File: config.mk
export PLATFORM = sky130hd
export DESIGN_NAME = branch_trace_player
export DESIGN_NICKNAME = d
export VERILOG_FILES = /design/src/rtl/trace_player_pkg.sv /design/src/rtl/trace_mem.sv /design/src/rtl/branch_trace_player.sv
export SDC_FILE = /design/constraint.sdc
export NUM_CORES = 2
export LEC_CHECK = 0
export CAP_MARGIN = 20
export CORE_ASPECT_RATIO = 0.7
export CORE_MARGIN = 2
export CORE_UTILIZATION = 63
export CTS_CLUSTER_SIZE = 30
export DETAILED_ROUTE_END_ITERATION = 6
export HOLD_SLACK_MARGIN = 0.02
export PLACE_DENSITY_LB_ADDON = 0.15
export SETUP_SLACK_MARGIN = 0.1
export SYNTH_ARGS = -nofsm -noshare
export SYNTH_HDL_FRONTEND = slang
export SYNTH_SLANG_ARGS = --single-unit
File: constraint.sdc
create_clock -name clk -period 3.5 [get_ports clk]
set_input_delay 0.7 -clock clk [delete_from_list [all_inputs] [get_ports clk]]
set_output_delay 0.7 -clock clk [all_outputs]
set_load 0.01 [all_outputs]
File: src/rtl/trace_player_pkg.sv
// Shared types and constants for the branch trace player and its trace RAM.
package trace_player_pkg;

  typedef enum logic [1:0] {StIdle, StPrime, StRun, StDone} state_e;

  // Entry layout: {pc, outcome}, outcome in bit 0.
  localparam int unsigned DefaultPcW = 8;
  localparam int unsigned ENTRY_W    = DefaultPcW + 1;
  localparam int unsigned OutcomeBit = 0;
  localparam int unsigned PcLsb      = 1;

  function automatic int unsigned entry_w(input int unsigned pc_w);
    return pc_w + 1;
  endfunction

endpackage

File: src/rtl/trace_mem.sv
// Single-write, synchronous-read RAM holding the branch trace; no reset so it maps to block RAM.
module trace_mem #(
  parameter int unsigned ADDR_W  = 8,
  parameter int unsigned ENTRY_W = 9
) (
  input  logic               clk,
  input  logic               wr_en,
  input  logic [ADDR_W-1:0]  wr_addr,
  input  logic [ENTRY_W-1:0] wr_data,
  input  logic [ADDR_W-1:0]  rd_addr,
  output logic [ENTRY_W-1:0] rd_data
);

  logic [ENTRY_W-1:0] mem [2**ADDR_W];

  always_ff @(posedge clk) begin
    if (wr_en) begin
      mem[wr_addr] <= wr_data;
    end
    rd_data <= mem[rd_addr];
  end

endmodule

File: src/rtl/branch_trace_player.sv
// Replays a stored branch trace into a predictor at one branch per cycle and scores its accuracy.
module branch_trace_player
  import trace_player_pkg::*;
#(
  parameter int unsigned PC_W   = 8,
  parameter int unsigned ADDR_W = 8,
  parameter int unsigned CNT_W  = 16
) (
  input  logic              clk,
  input  logic              reset,
  input  logic              load_en,
  input  logic [ADDR_W-1:0] load_addr,
  input  logic [PC_W-1:0]   load_pc,
  input  logic              load_outcome,
  input  logic [ADDR_W:0]   trace_len,
  input  logic              start,
  output logic              predict_enable,
  output logic [PC_W-1:0]   branch_pc,
  output logic              actual_outcome,
  input  logic              prediction,
  output logic              busy,
  output logic              done,
  output logic              mispredict,
  output logic [CNT_W-1:0]  num_branches,
  output logic [CNT_W-1:0]  num_mispredictions
);

  localparam int unsigned EntryW = entry_w(PC_W);

  state_e             state_q;
  logic [ADDR_W:0]    last_q;
  logic [ADDR_W:0]    idx_q;
  logic [ADDR_W-1:0]  rd_addr_q;
  logic               pe_q;
  logic               busy_q;
  logic               done_q;
  logic               misp_q;
  logic [CNT_W-1:0]   nb_q;
  logic [CNT_W-1:0]   nm_q;

  logic               wr_en;
  logic [EntryW-1:0]  wr_data;
  logic [EntryW-1:0]  rd_data;
  logic               cur_outcome;
  logic [PC_W-1:0]    cur_pc;
  logic               miss;

  assign wr_en   = load_en && ((state_q == StIdle) || (state_q == StDone));
  assign wr_data = {load_pc, load_outcome};

  trace_mem #(
    .ADDR_W  (ADDR_W),
    .ENTRY_W (EntryW)
  ) u_trace_mem (
    .clk     (clk),
    .wr_en   (wr_en),
    .wr_addr (load_addr),
    .wr_data (wr_data),
    .rd_addr (rd_addr_q),
    .rd_data (rd_data)
  );

  assign cur_outcome = rd_data[OutcomeBit];
  assign cur_pc      = rd_data[EntryW-1:PcLsb];
  assign miss        = pe_q && (prediction != cur_outcome);

  always_ff @(posedge clk) begin
    if (reset) begin
      state_q   <= StIdle;
      last_q    <= '0;
      idx_q     <= '0;
      rd_addr_q <= '0;
      pe_q      <= 1'b0;
      busy_q    <= 1'b0;
      done_q    <= 1'b0;
      misp_q    <= 1'b0;
      nb_q      <= '0;
      nm_q      <= '0;
    end else begin
      misp_q <= miss;
      unique case (state_q)
        StIdle, StDone: begin
          if (start) begin
            last_q    <= trace_len - (ADDR_W + 1)'(1);
            idx_q     <= '0;
            rd_addr_q <= '0;
            nb_q      <= '0;
            nm_q      <= '0;
            if (trace_len == '0) begin
              state_q <= StDone;
              done_q  <= 1'b1;
            end else begin
              state_q <= StPrime;
              done_q  <= 1'b0;
              busy_q  <= 1'b1;
            end
          end
        end
        StPrime: begin
          rd_addr_q <= rd_addr_q + ADDR_W'(1);
          pe_q      <= 1'b1;
          state_q   <= StRun;
        end
        StRun: begin
          // Read address runs one entry ahead of the presented branch; wraps on a full trace.
          rd_addr_q <= rd_addr_q + ADDR_W'(1);
          idx_q     <= idx_q + (ADDR_W + 1)'(1);
          if (nb_q != {CNT_W{1'b1}}) begin
            nb_q <= nb_q + CNT_W'(1);
          end
          if (miss && (nm_q != {CNT_W{1'b1}})) begin
            nm_q <= nm_q + CNT_W'(1);
          end
          if (idx_q == last_q) begin
            state_q <= StDone;
            pe_q    <= 1'b0;
            busy_q  <= 1'b0;
            done_q  <= 1'b1;
          end
        end
        default: state_q <= StIdle;
      endcase
    end
  end

  assign predict_enable     = pe_q;
  assign branch_pc          = pe_q ? cur_pc : '0;
  assign actual_outcome     = pe_q & cur_outcome;
  assign busy               = busy_q;
  assign done               = done_q;
  assign mispredict         = misp_q;
  assign num_branches       = nb_q;
  assign num_mispredictions = nm_q;

endmodule

==> summary.txt <==
Outcome
  • Outcome: completed

Power and ir drop
  • Power per Cell Area: 609 mW/mm²
  • P_int: 48.5 mW
  • Switch share: 24.4%
  • Comb pwr share: 15.6%
  • Switch Pwr: 15.7 mW
  • Peak supply drop: 0.557 mV
  • Pleak: 32.9 nW
  • Clock share of power: 35.1%
  • Sequential power share: 49.3%

Die
  • Num rows: 117
  • Die height: 325 µm
  • Die Wd: 463 µm
  • Area of the die: 0.151 mm²
  • Top Ports: 76
  • Initial core utilization: 63.7%
  • Core area: 0.146 mm²

Drt
  • Detailed Routing Iterations Pass 1: 6
  • Final antenna-violating net count: 0
  • Via count: 49100
  • Via/cell ratio: 6.79
  • WL per Instance: 32.2 µm
  • Initial DRC count: 7723
  • DRC violations left: 0
  • DRT Wirelength: 233000 µm

STA
  • Clk_skew: 0.0245 ns
  • Final slew viol count: 0
  • Hold Vio Cnt, Final: 0
  • Setup TNS: 0 ns
  • Tcrit/Tclk final: 94.7%
  • Minimum clock period: 3.32 ns
  • Slew HR: 28.8%
  • Peak Freq: 0.302 GHz
  • Setup Viol. Count Final: 0
  • Unrepaired setup endpoints after global routing: no
  • Worst Max-Slew Pin Slew: 1.07 ns

Yosys
  • EDFF count, synth: 2304
  • Synth area leader: edfxtp_1
  • Mean post-synth cell area: 20.2 µm²
  • Library cells used by synthesis: 69
  • Synth Cell Area: 0.0929 mm²
  • Top cells by area, synth: edfxtp_1 (75%), mux4_2 (12%), mux2i_1 (2.0%), dfxtp_1 (1.6%), nor2_1 (1.4%)
  • Synth Register Bits: 2377
  • Yosys warns: 0
  • Post-Syn Nets: 4629
  • Ys flop type: edfxtp_1
  • Syn Inst Count: 4590
  • Register area share after synthesis: 76.1%
  • Top cell type's share of synthesized area: 74.5%
  • Post-synth ARST share: 0%

Global route
  • Met3 usage: 7.38%
  • Vias in the first global route: 47400
  • GRT Total Usage: 31.2%
  • Met1 GRT Util: 48.9%
  • GRT overflow: 0
  • Routing usage on met2: 44.7%
  • Largest net degree at the start of global routing: 112
  • First-pass GRT wire length: 336000 µm
  • Initial antenna violation count: 6
  • GR peak layer: met1

Min path
  • Hold EP: u_trace_mem.mem[56][6]$_DFFE_PP_
  • Hold path cells: 1
  • Hold_sp: load_pc[5]
  • Worst hold-check path type: in -> reg

CTS
  • CTS tree: done
  • CTS Sinks: 2377
  • H-tree depth: 4
  • Clock-pin slew on the worst setup and hold paths: 0.06 ns
  • Clock Tree Root: clkbuf_16
  • CTS hold repair buffers: 0
  • Max clock buf depth: 3
  • Clk_lat worst skew: 0.85 ns
  • Num CTS Buffers: 206

Worst setup path
  • Worst R2R End: u_trace_mem.rd_data[1]$_DFF_P_
  • Slowest CP cell: a211oi_2
  • CP Max Fanout: 26
  • CP most frequent cell: buf_12
  • Crit. End Element: register
  • Worst r2r src: rd_addr_q[0]$_SDFFE_PP0P_
  • Crit path launch type: register
  • Crit-path cells: buf_12 -> buf_12 -> mux4_2 -> a22oi_1 -> nand2_1 -> a211oi_2 -> nor4b_2
  • R2r setup slk: 0.18 ns
  • R2R depth: 7
  • Delay of the slowest critical-path stage: 0.76 ns
  • Worst endpoint required time: 4.19 ns
  • Crit path kind: reg -> reg
  • CP arrival: 4.01 ns

Job
  • Max Cap Viol: 0

Layout
  • Fillcell total: 8615
  • Final instance count without filler cells: 7230
  • Commonest cells after routing, fill and taps aside: edfxtp_1 (2304), mux4_2 (482), buf_4 (441)
  • Layout cells sized above 1: 25.5%
  • Most common cell after layout, fill and taps aside: edfxtp_1
  • Area delta synth->final: 13.5%
  • Net count, final: 5132

Placement
  • Post-DP HPWL: 143000 µm
  • # port buffers: 75
  • Placed Cells: 6848
  • Routability cong.: 0.882
==> Yosys cell counts (all sizes together), types with 14 or more instances <==
library cell and instances:
a211oi 36, a21oi 95, a221oi 26, a22o 26, a22oi 151, and2 17
buf 158, clkbuf 120, dfxtp 73, edfxtp 2304, mux2 21, mux2i 190
mux4 482, nand2 87, nand3 38, nand4 21, nor2 350, nor2b 28
nor3 61, o211ai 20, o21ai 19, o221ai 36, o22ai 68, or3 16
xnor2 14, xor2 26
==> logic make-up after synthesis <==
group | Yosys count | synth area share (%)
mux | 693 | 14.0
fa+ha+maj | 8 | 0.108
simple gates | 668 | 3.35
xor+xnor | 40 | 0.377
compound gates | 513 | 4.04
buf+inv | 291 | 2.05
flops | 2377 | 76.1
==> through the flow <==
stage	utilization [%]	power, mW	area, µm²	setup slack, ns	hold WS [ns]
floorplan	-	39.2	92900	0.931	0.482
global placement	67.7	42.1	98800	0.212	0.481
detailed placement	67.7	42.2	98800	0.203	0.481
CTS	72.3	64.4	105000	0.120	0.233
global route	72.3	66.0	105000	0.101	0.261
finish	72.3	64.1	105000	0.184	0.269
==> critical path, delay by kind of cell (launching register included) <==
family          cells  cell delay [ns]
compound gates      2             1.24
simple gates        2             0.30
flops               1             0.49
buf+inv             2             0.52
mux                 1             0.53
==> what timing repair did <==
action	in CTS	in global routing
gates resized for setup	0	2
setup buffers	0	0
hold endpoints to repair	0	0
endpoints found under the setup margin	0	2
==> routing by layer <==
| layer | vias up | share of wire (%) |
|---|---|---|
| li1 | 20000 | - |
| met1 | 25600 | 41 |
| met4 | 0 | 2.7 |
| met3 | 351 | 12 |
| met5 | - | 0 |
| met2 | 3165 | 45 |
==> state kept, by name, summed over array words and instances (netlist names) <==
register / flops
u_trace_mem.rd_data: 9
done: 1
u_trace_mem.mem: 2304
rd_addr_q: 8
last_q: 9
predict_enable: 1
num_branches: 16
busy: 1
idx_q: 9
mispredict: 1
state_q: 2
num_mispredictions: 16
==> power by group through the flow <==
stage	clock network (mW)	registers [mW]	logic (mW)
finish	22.5	31.6	10.0
global route	23.9	31.6	10.6
CTS	22.7	31.6	10.0
detailed placement	0	32.2	9.96
global placement	0	32.2	9.85
floorplan	0	32.0	7.20
==> worst max path at each step <==
stage	start	end	cells after the start
after floorplan	load_en	u_trace_mem.mem[234][0]$_DFFE_PP_	6
after global placement	rd_addr_q[0]$_SDFFE_PP0P_	u_trace_mem.rd_data[8]$_DFF_P_	9
after detailed placement	rd_addr_q[0]$_SDFFE_PP0P_	u_trace_mem.rd_data[5]$_DFF_P_	9
after CTS	rd_addr_q[0]$_SDFFE_PP0P_	u_trace_mem.rd_data[5]$_DFF_P_	9
after global routing	rd_addr_q[0]$_SDFFE_PP0P_	u_trace_mem.rd_data[8]$_DFF_P_	9
final	rd_addr_q[0]$_SDFFE_PP0P_	u_trace_mem.rd_data[1]$_DFF_P_	7
==> layout make-up <==
type / instances / area (µm²) / share of cell area (%)
Sequential cell: 2377 / 70700 / 67.1
Multi-Input combinational cell: 1922 / 20400 / 19.3
Clock buffer: 276 / 5670 / 5.38
Timing Repair Buffer: 573 / 5250 / 4.98
Tap cell: 1963 / 2460 / 2.33
Clock inverter: 104 / 921 / 0.874
Inverter: 13 / 48.8 / 0.0463
Antenna cell: 2 / 5.00 / 0.00475
No activity file was read; power rests on OpenSTA's default activity.
